--- src/rtl/pipe_hazard_fwd_unit.sv ---
// Hazard and forwarding unit beside decode: shadow scoreboard of in-flight writes
// (EX..WB), per-operand forwarding select, load-use stall insertion and a stall counter.
module pipe_hazard_fwd_unit #(
  parameter int XLEN       = 16,
  parameter int NREG       = 8,
  parameter int DEPTH      = 3,
  parameter int NSRC       = 2,
  parameter int LOAD_STAGE = 2,
  parameter int ZERO_HARD  = 0,
  localparam int AW = (NREG > 1) ? $clog2(NREG) : 1,
  localparam int SW = $clog2(DEPTH + 1)
) (
  input  logic                   clk,
  input  logic                   rst_n,
  input  logic                   id_valid,
  input  logic [NSRC*AW-1:0]     id_src,
  input  logic [NSRC-1:0]        id_src_used,
  input  logic [AW-1:0]          id_dest,
  input  logic                   id_wr_en,
  input  logic                   id_is_load,
  input  logic                   flush,
  input  logic [DEPTH*XLEN-1:0]  stage_data,
  input  logic [NSRC*XLEN-1:0]   rf_data,
  input  logic                   stat_clr,
  output logic [NSRC*XLEN-1:0]   opnd,
  output logic [NSRC*SW-1:0]     fwd_sel,
  output logic                   stall,
  output logic                   issue,
  output logic [SW-1:0]          inflight,
  output logic [15:0]            stall_cnt
);

  function automatic logic [15:0] sat_inc(input logic [15:0] cnt);
    return (cnt == 16'hFFFF) ? cnt : cnt + 16'd1;
  endfunction

  logic [DEPTH:1]  ent_v;
  logic [DEPTH:1]  ent_we;
  logic [DEPTH:1]  ent_ld;
  logic [AW-1:0]   ent_dest [1:DEPTH];
  logic [NSRC-1:0] not_ready;
  logic [AW-1:0]   src_s;

  // Match stage: scanning oldest to youngest lets the smallest k overwrite older hits.
  always_comb begin
    opnd      = rf_data;
    fwd_sel   = '0;
    not_ready = '0;
    src_s     = '0;
    for (int s = 0; s < NSRC; s++) begin
      src_s = id_src[s*AW +: AW];
      for (int k = DEPTH; k >= 1; k--) begin
        if (ent_v[k] && ent_we[k] && id_src_used[s] && (ent_dest[k] == src_s) &&
            !((ZERO_HARD != 0) && (src_s == '0))) begin
          fwd_sel[s*SW +: SW]  = SW'(k);
          opnd[s*XLEN +: XLEN] = stage_data[(k-1)*XLEN +: XLEN];
          not_ready[s]         = ent_ld[k] && (k < LOAD_STAGE);
        end
      end
    end
  end

  assign stall = id_valid && !flush && (|not_ready);
  assign issue = id_valid && !flush && !(|not_ready);

  always_comb begin
    inflight = '0;
    for (int k = 1; k <= DEPTH; k++) begin
      inflight = inflight + SW'(ent_v[k] & ent_we[k]);
    end
  end

  // Scoreboard control: valid bits shift every cycle, a bubble enters on stall/flush.
  always_ff @(posedge clk or negedge rst_n) begin
    if (!rst_n) begin
      ent_v <= '0;
    end else begin
      ent_v[1] <= issue;
      for (int k = DEPTH; k >= 2; k--) begin
        ent_v[k] <= ent_v[k-1];
      end
    end
  end

  // Scoreboard payload is only meaningful under ent_v, so it carries no reset.
  always_ff @(posedge clk) begin
    ent_dest[1] <= id_dest;
    ent_we[1]   <= id_wr_en;
    ent_ld[1]   <= id_is_load;
    for (int k = DEPTH; k >= 2; k--) begin
      ent_dest[k] <= ent_dest[k-1];
      ent_we[k]   <= ent_we[k-1];
      ent_ld[k]   <= ent_ld[k-1];
    end
  end

  always_ff @(posedge clk or negedge rst_n) begin
    if (!rst_n) begin
      stall_cnt <= '0;
    end else if (stat_clr) begin
      stall_cnt <= '0;
    end else if (stall) begin
      stall_cnt <= sat_inc(stall_cnt);
    end
  end

endmodule

--- config.mk ---
export PLATFORM = sky130hd
export DESIGN_NAME = pipe_hazard_fwd_unit
export DESIGN_NICKNAME = d
export VERILOG_FILES = /design/src/rtl/pipe_hazard_fwd_unit.sv
export SDC_FILE = /design/constraint.sdc
export NUM_CORES = 1
export LEC_CHECK = 0
export CAP_MARGIN = 20
export CORE_MARGIN = 3
export CORE_UTILIZATION = 33
export DETAILED_ROUTE_END_ITERATION = 8
export PLACE_DENSITY = 0.77
export SLEW_MARGIN = 5
export SYNTH_ARGS = -nofsm -noshare
export SYNTH_HDL_FRONTEND = slang
export SYNTH_SLANG_ARGS = --single-unit
--- constraint.sdc ---
create_clock -name clk -period 2.2 [get_ports clk]
set_input_delay 0.44 -clock clk [delete_from_list [all_inputs] [get_ports clk]]
set_output_delay 0.44 -clock clk [all_outputs]
set_load 0.01 [all_outputs]
==> results summary, run 1 <==
The remaining routing DRC violations came out at 0. The flip-flop and latch count after synthesis came out at 32. The power consumption came out at 1.59 mW. The capturing element type of the critical path is a primary output. The share of the synthesized area in the top cell type is 0.200. The total of warnings raised by yosys is 0. STA classifies the critical path startpoint as a register. After the flow finishes, the layout carries non-filler instances totaling 575. The sum of negative setup slack came out at -11680 ps. The data arrival time of the critical path came out at 2120 ps.

The die outline area came out at 0.00827 mm2. When the netlist entered floorplanning its net count stood at 373. The area growth from synthesis to layout is 113%. The routed layout has 3282 vias. In this run the remaining antenna-violating nets after routing total 0. The number of global-route vias before repair is 3216. The width of the die came out at 91.0 um. The instance count of the mapped netlist is 273. The actual transition at the worst max-transition pin is 636 ps.

TritonCTS built the clock tree. Dividing total power by cell area gives a power density of 314 mW/mm2. 0 antenna diodes ended up in the layout.

The area of placed instances came out at 0.00429 mm2. The synthesized design spends more area on one cell type than any other, namely sky130_fd_sc_hd__dfrtp_1. The standard cell core area came out at 0.00691 mm2. Among the stages of the critical path, the cell type that occurs most often is sky130_fd_sc_hd__buf_4. The routability-driven placement congestion ratio came out at 0.897.

The deepest clock path buffer count came out at 2. The run finished, with violations left. The number of failing hold endpoints at the final stage is 0. The net total in the final layout came out at 578. The share of the Yosys chip area taken by registers is 0.309. The HPWL reported at the end of detailed placement came out at 7260 um.

The total global routing overflow is 0. Counting the buffers created by CTS gives 5. The highest fanout seen on the critical path is 5. Yosys attributes the largest share of cell area to sky130_fd_sc_hd__dfrtp_1 (20%), sky130_fd_sc_hd__a222oi_1 (13%), sky130_fd_sc_hd__dfxtp_1 (11%). The number of antenna violations at the first check in global routing is 0. The detailed-router iteration count before antenna repair came out at 9.

The number of primary I/O pins is 154. In this run the vertical extent of the chip is 91.0 um. After detailed placement, the design holds a cell count of 538. The path class of the tightest hold or removal check is register to register.

Counting distinct cell types in the post-synthesis netlist gives 35. At the end of the flow the core is filled with cells to 0.736. VDD sags by at most 0.336 mV. Static timing analysis puts the maximum clock frequency at 0.390 GHz. In the global route stage, overall resource usage came out at 0.261. The clock drives 32 sinks. The clock transition time at the flip-flop clock pins of the worst setup and hold paths came out at 70 ps. Setup repair after global routing could not meet its margin everywhere.

After detailed routing, the number of vias per cell comes to 5.71. The largest stage delay on the critical path is 360 ps. The first routing iteration left 312 violations. The smallest clock period supported by the final layout is computed as 2560 ps. The cell sitting at the root of the clock tree is a sky130_fd_sc_hd__clkbuf_8. The synthesized netlist occupies a cell area of 0.00238 mm2. The largest net degree at the start of global routing is 20. The clock reaches the later pin of the worst-skew pair after 300 ps. The number of max-slew violations in the final report came out at 0. The leakage dissipation is 2.02 nW. The post-layout instance area is 0.00508 mm2.

The post-route clock skew is 8.49 ps. The max capacitance violation total came out at 0. The worst slew slack as a fraction of its limit came out at 0.575. The number of placement rows is 30. Dividing the detail-routed wire length by the instance count gives 19.5 um. In this run the mean area of a mapped cell was 8.73 um2. The fraction of final layout cells with drive strength greater than 1 is 0.378. The count of buffers from port buffering is 153. Among all stages on the critical path, the largest delay is contributed by sky130_fd_sc_hd__dfxtp_4. The worst setup path is of the register to primary output kind. Timing analysis after detailed placement gives a worst setup slack of -1140 ps.

The tightest hold path in the finished design has a slack of 400 ps. In this run the number of H-tree levels came out at 2. The data required time of the critical path is 1760 ps. Counting the fill cells in the layout gives 519.

Setup slack on the critical path of the routed design comes to -365 ps. Setup violations remaining at the end of the flow were counted as 52. Walking the worst path, the cells encountered are xor2_2 > nor4_4 > buf_4 > nor2b_1 > buf_4 > buf_12 > a222oi_1 > a21oi_1 > buf_2. The routed design has 11200 um of wire. The initial standard-cell utilization of the core came out at 0.345. The period utilization came out at 1.17. The first global-routing pass estimated 17300 um of wire. The checks that failed: setup timing.
-- repair_timing --
item	CTS	global route
cloned	11	0
pin swaps	65	63
resized for setup	268	43
hold buffers	0	0
setup buffers	13	9
hold endpoints to repair	0	0
endpoints found under the setup margin	56	54
-- final timing paths --
kind                                startpoint        endpoint  slack, ps  cells past startpoint
worst min-delay path            ent_dest[0][3]  ent_dest[0][6]        400                      0
worst min register to register  ent_dest[0][3]  ent_dest[0][6]        400                      0
max in group asynchronous                rst_n    stall_cnt[2]       1510                      2
worst max-delay path            ent_dest[0][7]        opnd[13]       -360                      9
worst max register to register  ent_dest[0][5]   stall_cnt[12]       -150                      8
min in group asynchronous                rst_n        ent_v[3]        480                      2
-- critical path, delay by kind of cell (launching register included) --
kind,cells,cell delay [ps]
buf+inv,4,600
flops,1,360
xor+xnor,1,150
compound gates,2,380
simple gates,2,320
-- synthesized netlist by cell type --
master                      count
sky130_fd_sc_hd__nand2b_1       1
sky130_fd_sc_hd__nor2b_1        3
sky130_fd_sc_hd__nor4_2         1
sky130_fd_sc_hd__or2_2          2
sky130_fd_sc_hd__dfxtp_1       13
sky130_fd_sc_hd__a222oi_1      32
sky130_fd_sc_hd__nand4_1        6
sky130_fd_sc_hd__a2111oi_2     11
sky130_fd_sc_hd__and3b_1        1
sky130_fd_sc_hd__nand3b_1       2
sky130_fd_sc_hd__buf_1          1
sky130_fd_sc_hd__mux2_1         1
sky130_fd_sc_hd__dfrtp_1       19
sky130_fd_sc_hd__buf_4          1
sky130_fd_sc_hd__nor2_1        52
sky130_fd_sc_hd__and4_1         3
sky130_fd_sc_hd__inv_1          5
sky130_fd_sc_hd__fa_1           1
sky130_fd_sc_hd__ha_1           1
sky130_fd_sc_hd__a211oi_2       2
sky130_fd_sc_hd__or4_4          1
sky130_fd_sc_hd__buf_2          3
sky130_fd_sc_hd__xor2_1        18
sky130_fd_sc_hd__xnor2_1       13
sky130_fd_sc_hd__a21oi_1       34
sky130_fd_sc_hd__mux2i_1        1
sky130_fd_sc_hd__nand2_1       10
sky130_fd_sc_hd__nand3_1       12
sky130_fd_sc_hd__and3_1         1
sky130_fd_sc_hd__nor4_1         2
sky130_fd_sc_hd__or4_1          1
sky130_fd_sc_hd__clkbuf_1      14
sky130_fd_sc_hd__buf_6          2
sky130_fd_sc_hd__a21bo_2        1
sky130_fd_sc_hd__nor4_4         2
-- cell type report --
cell class,count,area [um2],area share
clock buffer,8,90.1,0.0177
inverter,5,28.8,0.00567
multi-input combinational,217,1930,0.381
sequential,32,756,0.149
tap,96,120,0.0236
timing repair buffer,217,2150,0.423
-- where the power goes --
part           leakage, nW  switching (mW)  internal [mW]
clock               0.0455           0.230          0.255
combinational         1.60           0.196          0.292
sequential           0.373          0.0209          0.599
total                 2.02           0.447           1.15
-- layout by cell type, fill, tap and decap left out, drive strengths merged --
cell type,Yosys,routed
nor4,5,5
clkbuf,14,10
a21oi,34,34
clkdlybuf4s50,0,105
nand3,12,12
a222oi,32,32
nand2,10,10
buf,7,106
a211oi,2,2
a2111oi,11,11
ha,1,1
fa,1,1
or2,2,2
dlygate4sd2,0,1
inv,5,3
bufbuf,0,3
mux2i,1,1
dfrtp,19,19
xnor2,13,13
or4,2,2
xor2,18,18
nand2b,1,1
nand3b,2,2
mux2,1,1
a21bo,1,1
nor2b,3,3
clkinv,0,2
and3b,1,1
dfxtp,13,13
and3,1,1
and4,3,3
nand4,6,6
nor2,52,54
-- flip-flops by register name, summed over array words and instances, names as in the netlist --
name       cells
ent_dest       9
ent_ld         1
ent_v          3
ent_we         3
stall_cnt     16
-- layer usage --
metal / vias up / routed length [um] / track usage
met4: 0 / 322 / 0.0967
met2: 203 / 5770 / 0.465
met3: 27 / 912 / 0.0539
met5: - / 0 / 0
li1: 1472 / - / -
met1: 1580 / 4230 / 0.305
-- logic make-up (layout without fill, tap and decap cells) --
kind of cell	count (synthesis)	after routing	share of synthesized area
compound gates	80	80	0.290
xor+xnor	31	31	0.114
fa+ha+maj	2	2	0.0137
buf+inv	26	230	0.0504
flops	32	32	0.309
mux	2	2	0.00893
simple gates	100	102	0.214
(Power assumes the default switching activity.)
==> run 2: changes to the inputs <==
- GPL_TIMING_DRIVEN: not set -> 1
- SLEW_MARGIN: 5 -> not set
==> results of run 2 <==
Same layout as run 1: the final DEF is identical, and so are final timing and power.
